File: src/rtl/axi_lite_master_fifo_if.sv
// AXI4-Lite bus bundle for axi_lite_master_fifo.
//   master modport: drives AW/W/AR channels and BREADY/RREADY
//   slave  modport: drives AWREADY/WREADY/ARREADY and the B/R channels
// Signal names keep the M_AXI_* prefix of the original flat port list.
interface axi_lite_master_fifo_if #(
  parameter int unsigned ADDR_WIDTH = 32,
  parameter int unsigned DATA_WIDTH = 32
);
  logic [ADDR_WIDTH-1:0]   M_AXI_AWADDR;
  logic [2:0]              M_AXI_AWPROT;
  logic                    M_AXI_AWVALID;
  logic                    M_AXI_AWREADY;
  logic [DATA_WIDTH-1:0]   M_AXI_WDATA;
  logic [DATA_WIDTH/8-1:0] M_AXI_WSTRB;
  logic                    M_AXI_WVALID;
  logic                    M_AXI_WREADY;
  logic [1:0]              M_AXI_BRESP;
  logic                    M_AXI_BVALID;
  logic                    M_AXI_BREADY;
  logic [ADDR_WIDTH-1:0]   M_AXI_ARADDR;
  logic [2:0]              M_AXI_ARPROT;
  logic                    M_AXI_ARVALID;
  logic                    M_AXI_ARREADY;
  logic [DATA_WIDTH-1:0]   M_AXI_RDATA;
  logic [1:0]              M_AXI_RRESP;
  logic                    M_AXI_RVALID;
  logic                    M_AXI_RREADY;

  modport master (
    output M_AXI_AWADDR, M_AXI_AWPROT, M_AXI_AWVALID, input M_AXI_AWREADY,
    output M_AXI_WDATA, M_AXI_WSTRB, M_AXI_WVALID, input M_AXI_WREADY,
    input M_AXI_BRESP, M_AXI_BVALID, output M_AXI_BREADY,
    output M_AXI_ARADDR, M_AXI_ARPROT, M_AXI_ARVALID, input M_AXI_ARREADY,
    input M_AXI_RDATA, M_AXI_RRESP, M_AXI_RVALID, output M_AXI_RREADY
  );

  modport slave (
    input M_AXI_AWADDR, M_AXI_AWPROT, M_AXI_AWVALID, output M_AXI_AWREADY,
    input M_AXI_WDATA, M_AXI_WSTRB, M_AXI_WVALID, output M_AXI_WREADY,
    output M_AXI_BRESP, M_AXI_BVALID, input M_AXI_BREADY,
    input M_AXI_ARADDR, M_AXI_ARPROT, M_AXI_ARVALID, output M_AXI_ARREADY,
    output M_AXI_RDATA, M_AXI_RRESP, M_AXI_RVALID, input M_AXI_RREADY
  );
endinterface

File: src/rtl/axi_lite_master_fifo.sv
// AXI4-Lite master with FIFO-staged write data and FIFO-returned read data.
// User logic issues single-beat read/write commands (user_addr + enables,
// accepted when user_ready is high); write data is pushed beforehand or
// afterwards through user_write_enq, read data pops via user_read_deq
// (first-word fall-through). user_done/user_error pulse once per completed
// B or R handshake.
// Ports: ACLK, ARESETN (async active-low), user_* command/data ports,
//        m_axi (AXI4-Lite master modport of axi_lite_master_fifo_if).
// Optional: define AXI_LITE_MASTER_ERR_COUNT_EN to add err_count[15:0],
//           a saturating count of user_error pulses.
module axi_lite_master_fifo #(
  parameter int unsigned FIFO_ADDR_WIDTH    = 4,
  parameter int unsigned USER_ADDR_WIDTH    = 8,
  parameter int unsigned C_M_AXI_ADDR_WIDTH = 32,
  parameter int unsigned C_M_AXI_DATA_WIDTH = 32,
  parameter logic [C_M_AXI_ADDR_WIDTH-1:0] BASE_ADDR = '0
) (
  input  logic                          ACLK,
  input  logic                          ARESETN,
  input  logic                          user_write_enq,
  input  logic [C_M_AXI_DATA_WIDTH-1:0] user_write_data,
  output logic                          user_write_almost_full,
  input  logic                          user_read_deq,
  output logic [C_M_AXI_DATA_WIDTH-1:0] user_read_data,
  output logic                          user_read_empty,
  input  logic [USER_ADDR_WIDTH-1:0]    user_addr,
  input  logic                          user_read_enable,
  input  logic                          user_write_enable,
  output logic                          user_ready,
  output logic                          user_done,
  output logic                          user_error,
  axi_lite_master_fifo_if.master        m_axi
`ifdef AXI_LITE_MASTER_ERR_COUNT_EN
  , output logic [15:0]                 err_count
`endif
);

  localparam int unsigned DEPTH = 1 << FIFO_ADDR_WIDTH;
  localparam int unsigned CW    = FIFO_ADDR_WIDTH + 1;
  localparam logic [CW-1:0] FULL_CNT  = CW'(DEPTH);
  localparam logic [CW-1:0] AFULL_CNT = CW'(DEPTH - 3);

  typedef enum logic [2:0] {IDLE, WR_WAIT, WR_ADDR, WR_RESP, RD_ADDR, RD_DATA} state_t;
  state_t state;

  logic [C_M_AXI_ADDR_WIDTH-1:0] addr_q, next_addr;
  logic [C_M_AXI_DATA_WIDTH-1:0] wdata_q;
  logic awvalid_q, wvalid_q, bready_q, arvalid_q, done_q, error_q;

  logic [C_M_AXI_DATA_WIDTH-1:0] wf_mem [DEPTH];
  logic [FIFO_ADDR_WIDTH-1:0]    wf_wr_ptr, wf_rd_ptr;
  logic [CW-1:0]                 wf_count;
  logic                          wf_empty, wf_full, wf_push, wf_pop, wf_bypass;

  logic [C_M_AXI_DATA_WIDTH-1:0] rf_mem [DEPTH];
  logic [FIFO_ADDR_WIDTH-1:0]    rf_wr_ptr, rf_rd_ptr;
  logic [CW-1:0]                 rf_count;
  logic                          rf_empty, rf_full, rf_push, rf_pop, rready;

  assign next_addr = BASE_ADDR + C_M_AXI_ADDR_WIDTH'(user_addr);
  assign wf_empty  = (wf_count == '0);
  assign wf_full   = (wf_count == FULL_CNT);
  assign rf_empty  = (rf_count == '0);
  assign rf_full   = (rf_count == FULL_CNT);
  assign rready    = (state == RD_DATA) && !rf_full;

  // A word enqueued while WR_WAIT sits on an empty FIFO goes straight to
  // the WDATA register so AW/W rise one cycle after that enqueue.
  always_comb begin
    wf_bypass = (state == WR_WAIT) && wf_empty && user_write_enq;
    wf_pop    = !wf_empty && ((state == WR_WAIT) ||
                ((state == IDLE) && !user_read_enable && user_write_enable));
    wf_push   = user_write_enq && !wf_full && !wf_bypass;
    rf_push   = m_axi.M_AXI_RVALID && rready;
    rf_pop    = user_read_deq && !rf_empty;
  end

  always_ff @(posedge ACLK or negedge ARESETN) begin
    if (!ARESETN) begin
      state     <= IDLE;
      addr_q    <= '0;
      wdata_q   <= '0;
      awvalid_q <= 1'b0;
      wvalid_q  <= 1'b0;
      bready_q  <= 1'b0;
      arvalid_q <= 1'b0;
      done_q    <= 1'b0;
      error_q   <= 1'b0;
    end else begin
      done_q  <= 1'b0;
      error_q <= 1'b0;
      unique case (state)
        IDLE: begin
          if (user_read_enable) begin
            addr_q    <= next_addr;
            arvalid_q <= 1'b1;
            state     <= RD_ADDR;
          end else if (user_write_enable) begin
            addr_q <= next_addr;
            if (!wf_empty) begin
              wdata_q   <= wf_mem[wf_rd_ptr];
              awvalid_q <= 1'b1;
              wvalid_q  <= 1'b1;
              state     <= WR_ADDR;
            end else begin
              state <= WR_WAIT;
            end
          end
        end
        WR_WAIT: begin
          if (!wf_empty || user_write_enq) begin
            wdata_q   <= wf_empty ? user_write_data : wf_mem[wf_rd_ptr];
            awvalid_q <= 1'b1;
            wvalid_q  <= 1'b1;
            state     <= WR_ADDR;
          end
        end
        WR_ADDR: begin
          if (m_axi.M_AXI_AWREADY) awvalid_q <= 1'b0;
          if (m_axi.M_AXI_WREADY)  wvalid_q  <= 1'b0;
          if ((!awvalid_q || m_axi.M_AXI_AWREADY) && (!wvalid_q || m_axi.M_AXI_WREADY)) begin
            bready_q <= 1'b1;
            state    <= WR_RESP;
          end
        end
        WR_RESP: begin
          if (m_axi.M_AXI_BVALID) begin
            bready_q <= 1'b0;
            done_q   <= 1'b1;
            error_q  <= (m_axi.M_AXI_BRESP != 2'b00);
            state    <= IDLE;
          end
        end
        RD_ADDR: begin
          if (m_axi.M_AXI_ARREADY) begin
            arvalid_q <= 1'b0;
            state     <= RD_DATA;
          end
        end
        RD_DATA: begin
          if (rf_push) begin
            done_q  <= 1'b1;
            error_q <= (m_axi.M_AXI_RRESP != 2'b00);
            state   <= IDLE;
          end
        end
        default: state <= IDLE;
      endcase
    end
  end

  always_ff @(posedge ACLK or negedge ARESETN) begin
    if (!ARESETN) begin
      wf_wr_ptr <= '0;
      wf_rd_ptr <= '0;
      wf_count  <= '0;
      rf_wr_ptr <= '0;
      rf_rd_ptr <= '0;
      rf_count  <= '0;
    end else begin
      if (wf_push) wf_wr_ptr <= wf_wr_ptr + 1'b1;
      if (wf_pop)  wf_rd_ptr <= wf_rd_ptr + 1'b1;
      case ({wf_push, wf_pop})
        2'b10:   wf_count <= wf_count + 1'b1;
        2'b01:   wf_count <= wf_count - 1'b1;
        default: ;
      endcase
      if (rf_push) rf_wr_ptr <= rf_wr_ptr + 1'b1;
      if (rf_pop)  rf_rd_ptr <= rf_rd_ptr + 1'b1;
      case ({rf_push, rf_pop})
        2'b10:   rf_count <= rf_count + 1'b1;
        2'b01:   rf_count <= rf_count - 1'b1;
        default: ;
      endcase
    end
  end

  always_ff @(posedge ACLK) begin
    if (wf_push) wf_mem[wf_wr_ptr] <= user_write_data;
    if (rf_push) rf_mem[rf_wr_ptr] <= m_axi.M_AXI_RDATA;
  end

`ifdef AXI_LITE_MASTER_ERR_COUNT_EN
  always_ff @(posedge ACLK or negedge ARESETN) begin
    if (!ARESETN)                       err_count <= '0;
    else if (error_q && err_count != '1) err_count <= err_count + 16'd1;
  end
`endif

  assign user_ready             = ARESETN && (state == IDLE);
  assign user_done              = done_q;
  assign user_error             = error_q;
  assign user_write_almost_full = (wf_count >= AFULL_CNT);
  assign user_read_empty        = rf_empty;
  assign user_read_data         = rf_mem[rf_rd_ptr];

  assign m_axi.M_AXI_AWADDR  = addr_q;
  assign m_axi.M_AXI_AWPROT  = 3'b000;
  assign m_axi.M_AXI_AWVALID = awvalid_q;
  assign m_axi.M_AXI_WDATA   = wdata_q;
  assign m_axi.M_AXI_WSTRB   = '1;
  assign m_axi.M_AXI_WVALID  = wvalid_q;
  assign m_axi.M_AXI_BREADY  = bready_q;
  assign m_axi.M_AXI_ARADDR  = addr_q;
  assign m_axi.M_AXI_ARPROT  = 3'b000;
  assign m_axi.M_AXI_ARVALID = arvalid_q;
  assign m_axi.M_AXI_RREADY  = rready;

endmodule
File: src/flat_wrapper.sv
// flat-port wrapper written by rule: the top's interface ports become plain ports
module axi_lite_master_fifo_flat 
#(
  parameter int unsigned FIFO_ADDR_WIDTH    = 4,
  parameter int unsigned USER_ADDR_WIDTH    = 8,
  parameter int unsigned C_M_AXI_ADDR_WIDTH = 32,
  parameter int unsigned C_M_AXI_DATA_WIDTH = 32,
  parameter logic [C_M_AXI_ADDR_WIDTH-1:0] BASE_ADDR = '0
)
  (ACLK, ARESETN, user_write_enq, user_write_data, user_write_almost_full, user_read_deq, user_read_data, user_read_empty, user_addr, user_read_enable, user_write_enable, user_ready, user_done, user_error, m_axi_M_AXI_AWADDR, m_axi_M_AXI_AWPROT, m_axi_M_AXI_AWVALID, m_axi_M_AXI_AWREADY, m_axi_M_AXI_WDATA, m_axi_M_AXI_WSTRB, m_axi_M_AXI_WVALID, m_axi_M_AXI_WREADY, m_axi_M_AXI_BRESP, m_axi_M_AXI_BVALID, m_axi_M_AXI_BREADY, m_axi_M_AXI_ARADDR, m_axi_M_AXI_ARPROT, m_axi_M_AXI_ARVALID, m_axi_M_AXI_ARREADY, m_axi_M_AXI_RDATA, m_axi_M_AXI_RRESP, m_axi_M_AXI_RVALID, m_axi_M_AXI_RREADY);
  axi_lite_master_fifo_if m_axi_i ();
  input  logic ACLK;
  input  logic ARESETN;
  input  logic user_write_enq;
  input  logic [C_M_AXI_DATA_WIDTH-1:0] user_write_data;
  output logic user_write_almost_full;
  input  logic user_read_deq;
  output logic [C_M_AXI_DATA_WIDTH-1:0] user_read_data;
  output logic user_read_empty;
  input  logic [USER_ADDR_WIDTH-1:0] user_addr;
  input  logic user_read_enable;
  input  logic user_write_enable;
  output logic user_ready;
  output logic user_done;
  output logic user_error;
  output wire logic [$bits(m_axi_i.M_AXI_AWADDR)-1:0] m_axi_M_AXI_AWADDR;
  output wire logic [$bits(m_axi_i.M_AXI_AWPROT)-1:0] m_axi_M_AXI_AWPROT;
  output wire logic [$bits(m_axi_i.M_AXI_AWVALID)-1:0] m_axi_M_AXI_AWVALID;
  input wire logic [$bits(m_axi_i.M_AXI_AWREADY)-1:0] m_axi_M_AXI_AWREADY;
  output wire logic [$bits(m_axi_i.M_AXI_WDATA)-1:0] m_axi_M_AXI_WDATA;
  output wire logic [$bits(m_axi_i.M_AXI_WSTRB)-1:0] m_axi_M_AXI_WSTRB;
  output wire logic [$bits(m_axi_i.M_AXI_WVALID)-1:0] m_axi_M_AXI_WVALID;
  input wire logic [$bits(m_axi_i.M_AXI_WREADY)-1:0] m_axi_M_AXI_WREADY;
  input wire logic [$bits(m_axi_i.M_AXI_BRESP)-1:0] m_axi_M_AXI_BRESP;
  input wire logic [$bits(m_axi_i.M_AXI_BVALID)-1:0] m_axi_M_AXI_BVALID;
  output wire logic [$bits(m_axi_i.M_AXI_BREADY)-1:0] m_axi_M_AXI_BREADY;
  output wire logic [$bits(m_axi_i.M_AXI_ARADDR)-1:0] m_axi_M_AXI_ARADDR;
  output wire logic [$bits(m_axi_i.M_AXI_ARPROT)-1:0] m_axi_M_AXI_ARPROT;
  output wire logic [$bits(m_axi_i.M_AXI_ARVALID)-1:0] m_axi_M_AXI_ARVALID;
  input wire logic [$bits(m_axi_i.M_AXI_ARREADY)-1:0] m_axi_M_AXI_ARREADY;
  input wire logic [$bits(m_axi_i.M_AXI_RDATA)-1:0] m_axi_M_AXI_RDATA;
  input wire logic [$bits(m_axi_i.M_AXI_RRESP)-1:0] m_axi_M_AXI_RRESP;
  input wire logic [$bits(m_axi_i.M_AXI_RVALID)-1:0] m_axi_M_AXI_RVALID;
  output wire logic [$bits(m_axi_i.M_AXI_RREADY)-1:0] m_axi_M_AXI_RREADY;
  assign m_axi_M_AXI_AWADDR = m_axi_i.M_AXI_AWADDR;
  assign m_axi_M_AXI_AWPROT = m_axi_i.M_AXI_AWPROT;
  assign m_axi_M_AXI_AWVALID = m_axi_i.M_AXI_AWVALID;
  assign m_axi_i.M_AXI_AWREADY = m_axi_M_AXI_AWREADY;
  assign m_axi_M_AXI_WDATA = m_axi_i.M_AXI_WDATA;
  assign m_axi_M_AXI_WSTRB = m_axi_i.M_AXI_WSTRB;
  assign m_axi_M_AXI_WVALID = m_axi_i.M_AXI_WVALID;
  assign m_axi_i.M_AXI_WREADY = m_axi_M_AXI_WREADY;
  assign m_axi_i.M_AXI_BRESP = m_axi_M_AXI_BRESP;
  assign m_axi_i.M_AXI_BVALID = m_axi_M_AXI_BVALID;
  assign m_axi_M_AXI_BREADY = m_axi_i.M_AXI_BREADY;
  assign m_axi_M_AXI_ARADDR = m_axi_i.M_AXI_ARADDR;
  assign m_axi_M_AXI_ARPROT = m_axi_i.M_AXI_ARPROT;
  assign m_axi_M_AXI_ARVALID = m_axi_i.M_AXI_ARVALID;
  assign m_axi_i.M_AXI_ARREADY = m_axi_M_AXI_ARREADY;
  assign m_axi_i.M_AXI_RDATA = m_axi_M_AXI_RDATA;
  assign m_axi_i.M_AXI_RRESP = m_axi_M_AXI_RRESP;
  assign m_axi_i.M_AXI_RVALID = m_axi_M_AXI_RVALID;
  assign m_axi_M_AXI_RREADY = m_axi_i.M_AXI_RREADY;
  axi_lite_master_fifo #(.FIFO_ADDR_WIDTH(FIFO_ADDR_WIDTH), .USER_ADDR_WIDTH(USER_ADDR_WIDTH), .C_M_AXI_ADDR_WIDTH(C_M_AXI_ADDR_WIDTH), .C_M_AXI_DATA_WIDTH(C_M_AXI_DATA_WIDTH), .BASE_ADDR(BASE_ADDR)) u_core (.ACLK(ACLK), .ARESETN(ARESETN), .user_write_enq(user_write_enq), .user_write_data(user_write_data), .user_write_almost_full(user_write_almost_full), .user_read_deq(user_read_deq), .user_read_data(user_read_data), .user_read_empty(user_read_empty), .user_addr(user_addr), .user_read_enable(user_read_enable), .user_write_enable(user_write_enable), .user_ready(user_ready), .user_done(user_done), .user_error(user_error), .m_axi(m_axi_i));
endmodule
File: config.mk
export PLATFORM = sky130hd
export DESIGN_NAME = axi_lite_master_fifo_flat
export DESIGN_NICKNAME = d
export VERILOG_FILES = /design/src/rtl/axi_lite_master_fifo_if.sv /design/src/rtl/axi_lite_master_fifo.sv /design/src/flat_wrapper.sv
export SDC_FILE = /design/constraint.sdc
export NUM_CORES = 1
export LEC_CHECK = 0
export ABC_AREA = 1
export BUFFER_PORTS_ARGS = -buffer_cell sky130_fd_sc_hd__buf_2
export CAP_MARGIN = 40
export CORE_ASPECT_RATIO = 0.6
export CORE_MARGIN = 2
export CORE_UTILIZATION = 52
export CTS_CLUSTER_SIZE = 14
export DETAILED_ROUTE_END_ITERATION = 7
export GPL_ROUTABILITY_DRIVEN = 0
export MAX_ROUTING_LAYER = met4
export PLACE_DENSITY = 0.69
export SYNTH_ARGS = -nofsm -noshare
export SYNTH_HDL_FRONTEND = slang
export SYNTH_SLANG_ARGS = --single-unit
File: constraint.sdc
create_clock -name ACLK -period 10.7 [get_ports ACLK]
set_input_delay 2.14 -clock ACLK [delete_from_list [all_inputs] [get_ports ACLK]]
set_output_delay 2.14 -clock ACLK [all_outputs]
set_load 0.02 [all_outputs]
==> flow_metrics.tcl <==
set metrics [dict create \
    outcome "completed" \
    die_h_um 234 \
    regToRegEndpoint "u_core.wf_mem[8][16]" \
    final_core_util_pct 58.5 \
    layout-drive-gt1-share_pct 10.8 \
    core_sq_mm 0.0877 \
    synth_edf_count 1024 \
    ios 235 \
    fin_area_sq_mm 0.0513 \
    grt_pass1_vias 27500 \
    fin_worst_skew_ns 0.0215 \
    regToRegStartpoint "u_core.wf_count[1]" \
    via_count 29900 \
    ff_latch_area_sq_mm 0.0326 \
    clk_latency_ns 0.68 \
    wl_per_cell_um 20.7 \
    power_mw 13.3 \
    via_per_inst 5.51 \
    area_growth_pct 11.4 \
    wl_um 112000 \
    clock-root-buffer "clkbuf_16" \
    tns_ns 0 \
    fmax_ghz 0.162 \
    hold_class "flop to flop" \
    dieWidth_um 388 \
    synth_ff_type "edfxtp_1" \
    crit_start "u_core.rf_rd_ptr[0]" \
    synth_top_area_share_pct 66.8 \
    ys_warn_count 0 \
    start_kind "flop" \
    grt_pass1_wl_um 169000 \
    drtAntennaViolNets 0 \
    path_clk_slew_ns 0.07 \
    ir_drop_mv 0.235 \
    multi_input_area_sq_mm 0.0111 \
    placed_area_sq_mm 0.0482 \
    placed_cells 5247 \
    dr.pass1.iters 5 \
    ys_ff_latch 1099 \
    post-place-ws_ns 5.31 \
    min_from "u_core.m_axi.M_AXI_WDATA[5]" \
    slew_headroom_pct 32.2 \
    cts_num_sinks 1099 \
    cts_made_buffers 99 \
    htree_levels 3 \
    grt_antenna_before_repair 2 \
    min_to "u_core.m_axi.M_AXI_WDATA[5]" \
    fillers 7073 \
    cap_violations 0 \
    drtIter0Drc 3755 \
    drc 0 \
    postSynthAreaPerCell_sq_um 11.3 \
    rr_worst_depth 10 \
    setup_violations 0 \
    dp_hpwl_um 59300 \
    fin_crit_ns 6.19 \
    worstPathArrival_ns 4.05 \
    final_cells 5426 \
    final_nets 4294 \
    synthArstFlopShare_pct 6.82 \
    critPathCaptureType "output port" \
    die_area_sq_mm 0.0909 \
    cts_tree "done" \
    start_util_pct 52.5 \
    p_per_area_mw_per_mm2 260 \
    synth.cell_area_sq_mm 0.0460 \
    yosysSeqAreaShare_pct 70.9 \
    port_buffers 176 \
    synth_cell_types 36 \
    hold_ws_ns 0.475 \
    crit_fanout 143 \
    ctsHoldBuffers 0 \
    hold_depth 2 \
    row_count 84 \
    gr-total-overflow 0 \
    synth_most_common_cell "edfxtp_1" \
    grt_max_degree 179 \
    leakagePower_nw 19.8 \
    cts_setup_buffers 0 \
    critPathKind "flop to output port" \
    layout_setup_ws_ns 4.51 \
    reg2reg_slack_ns 7.29 \
    tightest_slew_ns 1.02 \
    synthTopCellsByCount "1024 x edfxtp_1, 952 x nand2_1, 454 x nor2_1" \
    slew_violations 0 \
    rsz0062_at_grt "no" \
    grt.total_usage_pct 25.3 \
    synth_area_leaders "edfxtp_1 67%, nand2_1 7.8%, nand3_1 4.2%" \
    clock_path_buffers 3 \
    cp.required_ns 8.56 \
    final_hold_viol_count 0 \
    synth_cells 4068 \
    fin_crit_sh_pct 57.8 \
    cts_resized 0 \
    yosysTopAreaCell "edfxtp_1" \
]
-- critical path: stages, from the launching register on --
cell and delay (ns):
dfrtp_4 0.69, inv_8 0.25, buf_16 0.42, buf_4 0.84, nor2_1 0.11, nor2_1 0.14, o21ai_0 0.11, o211ai_1 0.10
o211ai_1 0.14, nand2_1 0.12, buf_2 0.17
-- power breakdown --
part	leakage (nW)	internal [mW]	switching, mW
Clock	1.50	1.91	1.54
Sequential	10.1	5.05	0.234
Combinational	8.14	1.38	3.20
-- routing by layer --
| metal | global-route usage (%) | wire [um] |
|---|---|---|
| met1 | 39.2 | 52500 |
| met2 | 34.9 | 47800 |
| met3 | 4.53 | 9970 |
| met4 | 5.22 | 2090 |
| met5 | - | 0 |
-- cell usage in the layout, fill, tap and decap left out, types with 7 or more instances in the layout --
| cell | count |
|---|---|
| mux2_2 | 8 |
| o211ai_1 | 129 |
| nor2_1 | 438 |
| xor2_1 | 13 |
| nor3_2 | 17 |
| conb_1 | 58 |
| nand2_1 | 951 |
| clkinv_2 | 8 |
| clkbuf_8 | 8 |
| dfrtp_1 | 67 |
| ha_1 | 18 |
| buf_4 | 66 |
| clkbuf_1 | 26 |
| o21ai_1 | 40 |
| buf_2 | 175 |
| nor2_4 | 19 |
| clkinv_1 | 24 |
| edfxtp_1 | 1024 |
| a21oi_1 | 23 |
| o21ai_0 | 275 |
| nand3_1 | 389 |
| nor2_2 | 7 |
| inv_1 | 310 |
| clkbuf_16 | 103 |
| buf_16 | 9 |
-- state kept, by name, indices dropped and copies added (netlist names), 5 cells and up --
name	cells
u_core.m_axi.M_AXI_ARADDR	8
u_core.m_axi.M_AXI_WDATA	32
u_core.rf_count	5
u_core.rf_mem	512
u_core.wf_count	5
u_core.wf_mem	512
-- final cells by class --
cell class | instances | share of cell area, %
Sequential cell | 1099 | 63.7
Multi-Input combinational cell | 2410 | 21.7
Clock buffer | 137 | 5.43
Timing Repair Buffer | 257 | 3.41
Tap cell | 1161 | 2.83
Inverter | 320 | 2.39
Clock inverter | 40 | 0.574
Antenna cell | 2 | 0.00976
-- logic make-up after synthesis --
| group | synth area share [%] |
|---|---|
| XOR/XNOR | 0.305 |
| adder cells (fa/ha/maj) | 0.577 |
| AO/OA/AOI/OAI | 5.87 |
| flip-flops | 70.9 |
| AND/OR/NAND/NOR | 16.3 |
| other | 0.0163 |
| buffers and inverters | 5.85 |
| multiplexers | 0.196 |
-- how the worst max path moves through the flow --
stage,depth (start not counted),to,slack [ns]
detailed placement,8,user_read_data[21],5.31
CTS,8,user_read_data[21],4.55
finish,10,user_read_data[20],4.51
global placement,7,user_read_data[21],5.20
floorplan,3,u_core.wf_mem[0][0],5.51
global route,8,user_read_data[21],4.27
(Power assumes the default switching activity.)
